$ cat config.mk
export PLATFORM = sky130hd
export DESIGN_NAME = fifo_burst_reader
export DESIGN_NICKNAME = d
export VERILOG_FILES = /design/src/rtl/fifo_burst_reader.sv
export SDC_FILE = /design/constraint.sdc
export NUM_CORES = 1
export LEC_CHECK = 0
export ABC_CLOCK_PERIOD_IN_PS = 3200
export CORE_MARGIN = 8
export CORE_UTILIZATION = 41
export CTS_CLUSTER_SIZE = 25
export DETAILED_ROUTE_END_ITERATION = 8
export HOLD_SLACK_MARGIN = 0.02
export PLACE_DENSITY = 0.79
export SLEW_MARGIN = 20
export SYNTH_ARGS = -nofsm -noshare
export SYNTH_HDL_FRONTEND = slang
export SYNTH_SLANG_ARGS = --single-unit
$ cat constraint.sdc
create_clock -name clk -period 3.2 [get_ports clk]
set_input_delay 0.96 -clock clk [delete_from_list [all_inputs] [get_ports clk]]
set_output_delay 0.96 -clock clk [all_outputs]
set_load 0.05 [all_outputs]
$ cat src/rtl/fifo_burst_reader.sv
// Read-side master for the register FIFO: drains entries in bursts of up to
// BURST beats onto a registered valid/ready stream, tagging each burst's final beat.
//
// state | meaning
// ------+---------------------------------------------------------------
// IDLE  | waiting for BURST entries, or for the timer to flush a partial burst
// RUN   | popping the latched burst remainder, one beat per accepted slot
module fifo_burst_reader #(
   parameter int ENTRY_WD = 32,
   parameter int LEN_WD   = 4,
   parameter int BURST    = 4,
   parameter int TIMEOUT  = 15,
   parameter int TO_WD    = 4
) (
   input  logic                clk,
   input  logic                rst,
   input  logic                fifo_empty,
   input  logic [LEN_WD-1:0]   fifo_len,
   input  logic [ENTRY_WD-1:0] fifo_data,
   output logic                fifo_rd,
   output logic                out_valid,
   input  logic                out_ready,
   output logic [ENTRY_WD-1:0] out_data,
   output logic                out_last,
   output logic                busy
);

   typedef enum logic [0:0] {IDLE, RUN} state_t;

   localparam logic [LEN_WD-1:0] BURST_LEN = LEN_WD'(BURST);
   localparam logic [TO_WD-1:0]  TO_VAL    = TO_WD'(TIMEOUT);

   state_t            state, state_nxt;
   logic [TO_WD-1:0]  timer, timer_nxt;
   logic [LEN_WD-1:0] rem, rem_nxt;
   logic              take;
   logic              len_full;
   logic              timed_out;

   always_comb begin
      state_nxt = state;
      timer_nxt = timer;
      rem_nxt   = rem;
      take      = 1'b0;
      len_full  = (fifo_len >= BURST_LEN);
      timed_out = (timer == TO_VAL);
      case (state)
         IDLE: begin
            if (fifo_empty) begin
               timer_nxt = '0;
            end else if (len_full || timed_out) begin
               state_nxt = RUN;
               timer_nxt = '0;
               rem_nxt   = len_full ? BURST_LEN : fifo_len;
            end else begin
               timer_nxt = timer + TO_WD'(1);
            end
         end
         RUN: begin
            // rst gate keeps a mid-burst reset from popping an entry
            take = !rst && !fifo_empty && (rem != '0) && (!out_valid || out_ready);
            if (take) begin
               rem_nxt = rem - LEN_WD'(1);
               if (rem == LEN_WD'(1)) begin
                  state_nxt = IDLE;
               end
            end
         end
         default: begin
            state_nxt = IDLE;
         end
      endcase
   end

   always_ff @(posedge clk) begin
      if (rst) begin
         state     <= IDLE;
         timer     <= '0;
         rem       <= '0;
         out_valid <= 1'b0;
         out_last  <= 1'b0;
         out_data  <= '0;
      end else begin
         state <= state_nxt;
         timer <= timer_nxt;
         rem   <= rem_nxt;
         if (take) begin
            out_data  <= fifo_data;
            out_valid <= 1'b1;
            out_last  <= (rem == LEN_WD'(1));
         end else if (out_valid && out_ready) begin
            out_valid <= 1'b0;
            out_last  <= 1'b0;
         end
      end
   end

   assign fifo_rd = take;
   assign busy    = (state == RUN) || out_valid;

endmodule

Word-level counts from Yosys, hierarchy flattened
Index checks and enable logic that the tools add are counted.
{"block": "op_classes", "n_addsub": 2, "multipliers": 0, "div": 0, "order_cmp": 1, "n_eq_ne": 5, "shift": 0, "n_mux": 16, "bitwise_logic": 1, "reduce_logical": 13}
{"cell": "two-way mux 4 bit", "count": 6}
{"cell": "two-way mux 1 bit", "count": 8}
{"cell": "one-hot mux 4 bit (2 select lines)", "count": 1}
{"cell": "adder 4 x 1 -> 4 bit, second input constant", "count": 1}
{"cell": "equality test 4 x 1 -> 1 bit, second input constant", "count": 1}
{"cell": "equality test 4 bit, second input constant", "count": 1}
{"cell": ">= comparator 4 x 3 -> 1 bit, second input constant", "count": 1}
{"cell": "logical AND 1 bit", "count": 4}
{"cell": "inequality test 2 bit, second input constant", "count": 2}
{"cell": "nonzero test 4 bit", "count": 1}
{"cell": "subtractor 4 x 1 -> 4 bit, second input constant", "count": 1}
{"cell": "zero test 1 bit", "count": 3}
{"cell": "logical OR 1 bit", "count": 3}
{"cell": "AND reduction 3 bit", "count": 1}
{"cell": "inequality test 2 x 1 -> 1 bit, second input constant", "count": 1}
{"cell": "one-hot mux 1 bit (2 select lines)", "count": 1}
{"cell": "nonzero test 2 bit", "count": 1}
{"cell": "NOT 1 bit", "count": 1}
{"block": "word_totals", "register_bits": 43, "latch_bits": 0, "mem_bits_rw": 0, "romBits": 0, "input_bits": 40, "out_inout_bits": 36, "elab_cells": 44, "n_memories": 0}

Longest topological paths before layout
{"block": "depth", "depth_word": 6, "mapped_depth": 9, "ltp_nobuf": 7}

Least setup slack after synthesis
No wires, ideal clock.
{"block": "synth_path", "path_type": "input to output", "startpoint": "input rst", "endpoint": "output fifo_rd", "arrival_ns": 1.985, "t_required_ns": 2.240, "slack_ns": 0.255, "stages": 5, "path_buffers": 2, "cell_sequence": "nand2b_1 -> or4_1 -> buf_2 -> clkinv_2 -> buf_6"}
{"block": "synth_via", "elab_chain_len": 5}
{"element": "start, declared", "line_no": "16", "source": "input logic rst,"}
{"element": "zero test 1 bit", "line_no": "61", "source": "take = !rst && !fifo_empty && (rem != '0) && (!out_valid || out_ready);"}
{"element": "logical AND 1 bit (3 in a row)", "line_no": "61"}
{"element": "two-way mux 1 bit", "line_no": "47", "source": "case (state)"}
{"element": "end, declared", "line_no": "20", "source": "output logic fifo_rd,"}
No other way between the ends.

Worst setup path in the final report
{"block": "layout_path", "startpoint": "input fifo_empty", "endpoint": "output fifo_rd"}
{"block": "layout_via", "elab_chain_len": 5}
{"element": "start, declared", "line_no": "17", "source": "input logic fifo_empty,"}
{"element": "zero test 1 bit", "line_no": "61"}
{"element": "logical AND 1 bit (3 in a row)", "line_no": "61"}
{"element": "two-way mux 1 bit", "line_no": "47"}
No other way between the ends.

==> results.yml <==
worst_setup_path:
  worstPathRequired_ps: 2240
  worst-r2r-cell-count: 8
  timing.rr.start: "rem[0]$_SDFFE_PP0P_"
  cp_data_arrival_time_ps: 2190
  cp-start-kind: "input port"
  path_class: "in2out"
  rr_endpoint: "state$_SDFF_PP0_"
  worst_setup_path_end_kind: "primary output"
  path_max_fanout: 2
  r2r_setup_slack_ps: 980
sta:
  whs_ps: 453.4
  fmax_mhz: 317.6
  fin_crit_ps: 3149
  report.final.slew_viol_count: 0
  relSlewSlack: 0.6419
  rsz0062_at_grt: "false"
  setup_viol: 0
  tightestPinTransition_ps: 535.5
  fin_crit_sh: 0.9840
  skew_ps: 5.705
  hold_viol_final: 0
  fin_ws_ps: 51.09
clock_tree:
  cts_buffer_depth: 2
  cts_tree: "yes"
  root_buffer: "clkbuf_8"
  cts.sinks: 43
  clock_latency_ps: 290
  clk_pin_slew_worst_paths_ps: 80
  htreeDepth: 2
  numCtsBuffers: 5
die:
  std_cell_rows: 23
  die_h_um: 80.80
  die_w_um: 80.80
  io_pins: 76
  core-area_mm2: 0.004029
  fp.dieArea_mm2: 0.006529
  initial_core_util: 0.4273
global_routing:
  top_usage_layer: "met2"
  use_met1: 0.1655
  grt.total_usage: 0.1452
  grt_pass1_wl_um: 7659
  first_global_vias: 1632
  grtUsageMet3: 0.05188
  antenna_found_initial: 0
  grtUsageMet2: 0.2438
  overflow: 0
  grt_max_degree: 41
run_status:
  status: "finished, final reports clean"
power:
  powerDensity_mw_per_mm2: 423.7
  netSwitchingFraction: 0.2534
  leakagePower_uw: 0.0009372
  power.share.clock: 0.339
  internal-power_uw: 827.3
  comb_power_share: 0.153
  ir_drop_v: 0.0002810
  switching_power_uw: 280.8
  power_uw: 1108
  power_frac_seq: 0.508
synth:
  syn_area_per_cell_um2: 8.008
  ys_seq_elements: 43
  yosysSeqAreaShare: 0.5000
  syn_area_mm2: 0.001722
  synth.distinct_cells: 34
  netlist_instances: 215
  synth_nets: 258
  yosysWarnings: 0
worst_hold_path:
  min_from: "out_data[21]$_SDFFE_PP0P_"
  hp-class: "reg2reg"
  hold_path_depth: 2
  min_to: "out_data[21]$_SDFFE_PP0P_"
route:
  drc: 0
  drt_iter0_markers: 77
  ant_nets: 0
  vias: 1669
  vias_per_cell: 4.909
  wl_um: 4659
  post_drt_wl_per_cell_um: 13.70
  first_pass_iters: 6
finish:
  syn2layout_area_growth_pct: 51.89
  diodes: 0
  fin_util: 0.6491
  fin_nets: 332
  layout-drive-gt1-share: 0.06897
  post-route-cell-area_mm2: 0.002615
place:
  place_hpwl_um: 3299
  port_buffers: 75
  place_area_mm2: 0.002490
  pre_cts_ws_ps: -129.9
  gp_congestion: 0.8170
job:
  drv_cap: 0
state kept, by name, summed over array words and instances, names as in the netlist:
register,flops
rem,4
out_valid,1
state,1
timer,4
out_last,1
out_data,32
area by class of cell:
cell class                 instances  area, µm²
clock inverter                     1      7.507
multi-input combinational        153      768.2
clock buffer                       7      96.34
sequential                        43      860.8
inverter                           6      27.53
timing repair buffer              80      792.0
fill                             361       1414
tap                               50      62.56
cell families (layout without fill, tap and decap cells):
family          Yosys count  in the layout  share of synthesized area
simple gates             97             97                     0.2427
fa+ha+maj                 3              3                    0.02180
buf+inv                  19             94                    0.06031
flops                    43             43                     0.5000
compound gates           53             53                     0.1751
per-layer routing:
layer / vias up / routed length (µm)
met3: 7 / 354
met5: - / 0
met2: 43 / 2365
met1: 748 / 1857
li1: 871 / -
met4: 0 / 81
metrics by stage:
step	instances	TNS (ps)
after floorplan	215	0
after global placement	332	-138.9
after detailed placement	332	-129.9
after CTS	340	0
after global routing	340	0
final	340	0
worst max-delay path: stages:
cell	delay, ps
clkdlybuf4s50_1	450
or4_4	570
clkinv_4	70
buf_8	140
worst max-delay path by stage:
stage / start / to / slack [ps] / cells after the start
floorplan: rst / fifo_rd / 250 / 5
global placement: rst / fifo_rd / -140 / 5
detailed placement: rst / fifo_rd / -130 / 5
CTS: fifo_empty / fifo_rd / 60 / 4
global route: fifo_empty / fifo_rd / 30 / 4
finish: fifo_empty / fifo_rd / 50 / 4
synth_stat cells:
cell type,count,share of area
buf_6,3,0.020
nor4_1,2,0.0073
inv_1,5,0.011
buf_4,2,0.0087
a2bb2oi_1,1,0.0051
ha_1,3,0.022
or4b_1,1,0.0058
nand2b_1,1,0.0036
o22ai_1,1,0.0036
a311oi_2,1,0.0087
a21oi_1,40,0.12
nor2_1,5,0.011
or3_1,1,0.0036
nand4_1,1,0.0036
clkbuf_1,6,0.013
dfxtp_1,43,0.50
o31ai_1,1,0.0044
nand2_1,72,0.16
or4_1,2,0.0087
and3_1,1,0.0036
a41o_1,1,0.0058
nand3_1,6,0.017
buf_1,1,0.0022
a21o_1,2,0.0087
clkinv_2,1,0.0029
or2_2,1,0.0036
or4b_2,1,0.0058
nor3b_1,1,0.0044
nor2b_1,2,0.0073
a31oi_1,1,0.0036
o2111ai_1,1,0.0051
buf_2,1,0.0029
a211o_1,1,0.0051
o21ai_0,3,0.0087
layout by cell type, fill, tap and decap left out, drive strengths merged, types with 2 or more instances in the layout:
master,netlist,final
clkdlybuf4s50,0,73
nand2,72,72
dfxtp,43,43
a21oi,40,40
clkbuf,6,7
nand3,6,6
buf,7,6
inv,5,5
nor2,5,5
o21ai,3,3
ha,3,3
nor2b,2,2
nor4,2,2
a21o,2,2
or4,2,2
or4b,2,2
timing repair:
action / CTS / global route
hold buffers: 0 / 0
resized for setup: 6 / 0
setup endpoints to repair: 1 / 0
buffers inserted: 0 / 0
power by group through the flow:
stage                     Combinational, µW  Clock [µW]  Sequential, µW
final                                   170         376             563
after floorplan                        60.8           0             600
after global placement                  167           0             574
after global routing                    183         410             565
after detailed placement                168           0             574
after CTS                               171         390             562
Note: power is estimated with default switching activity, not from simulation.
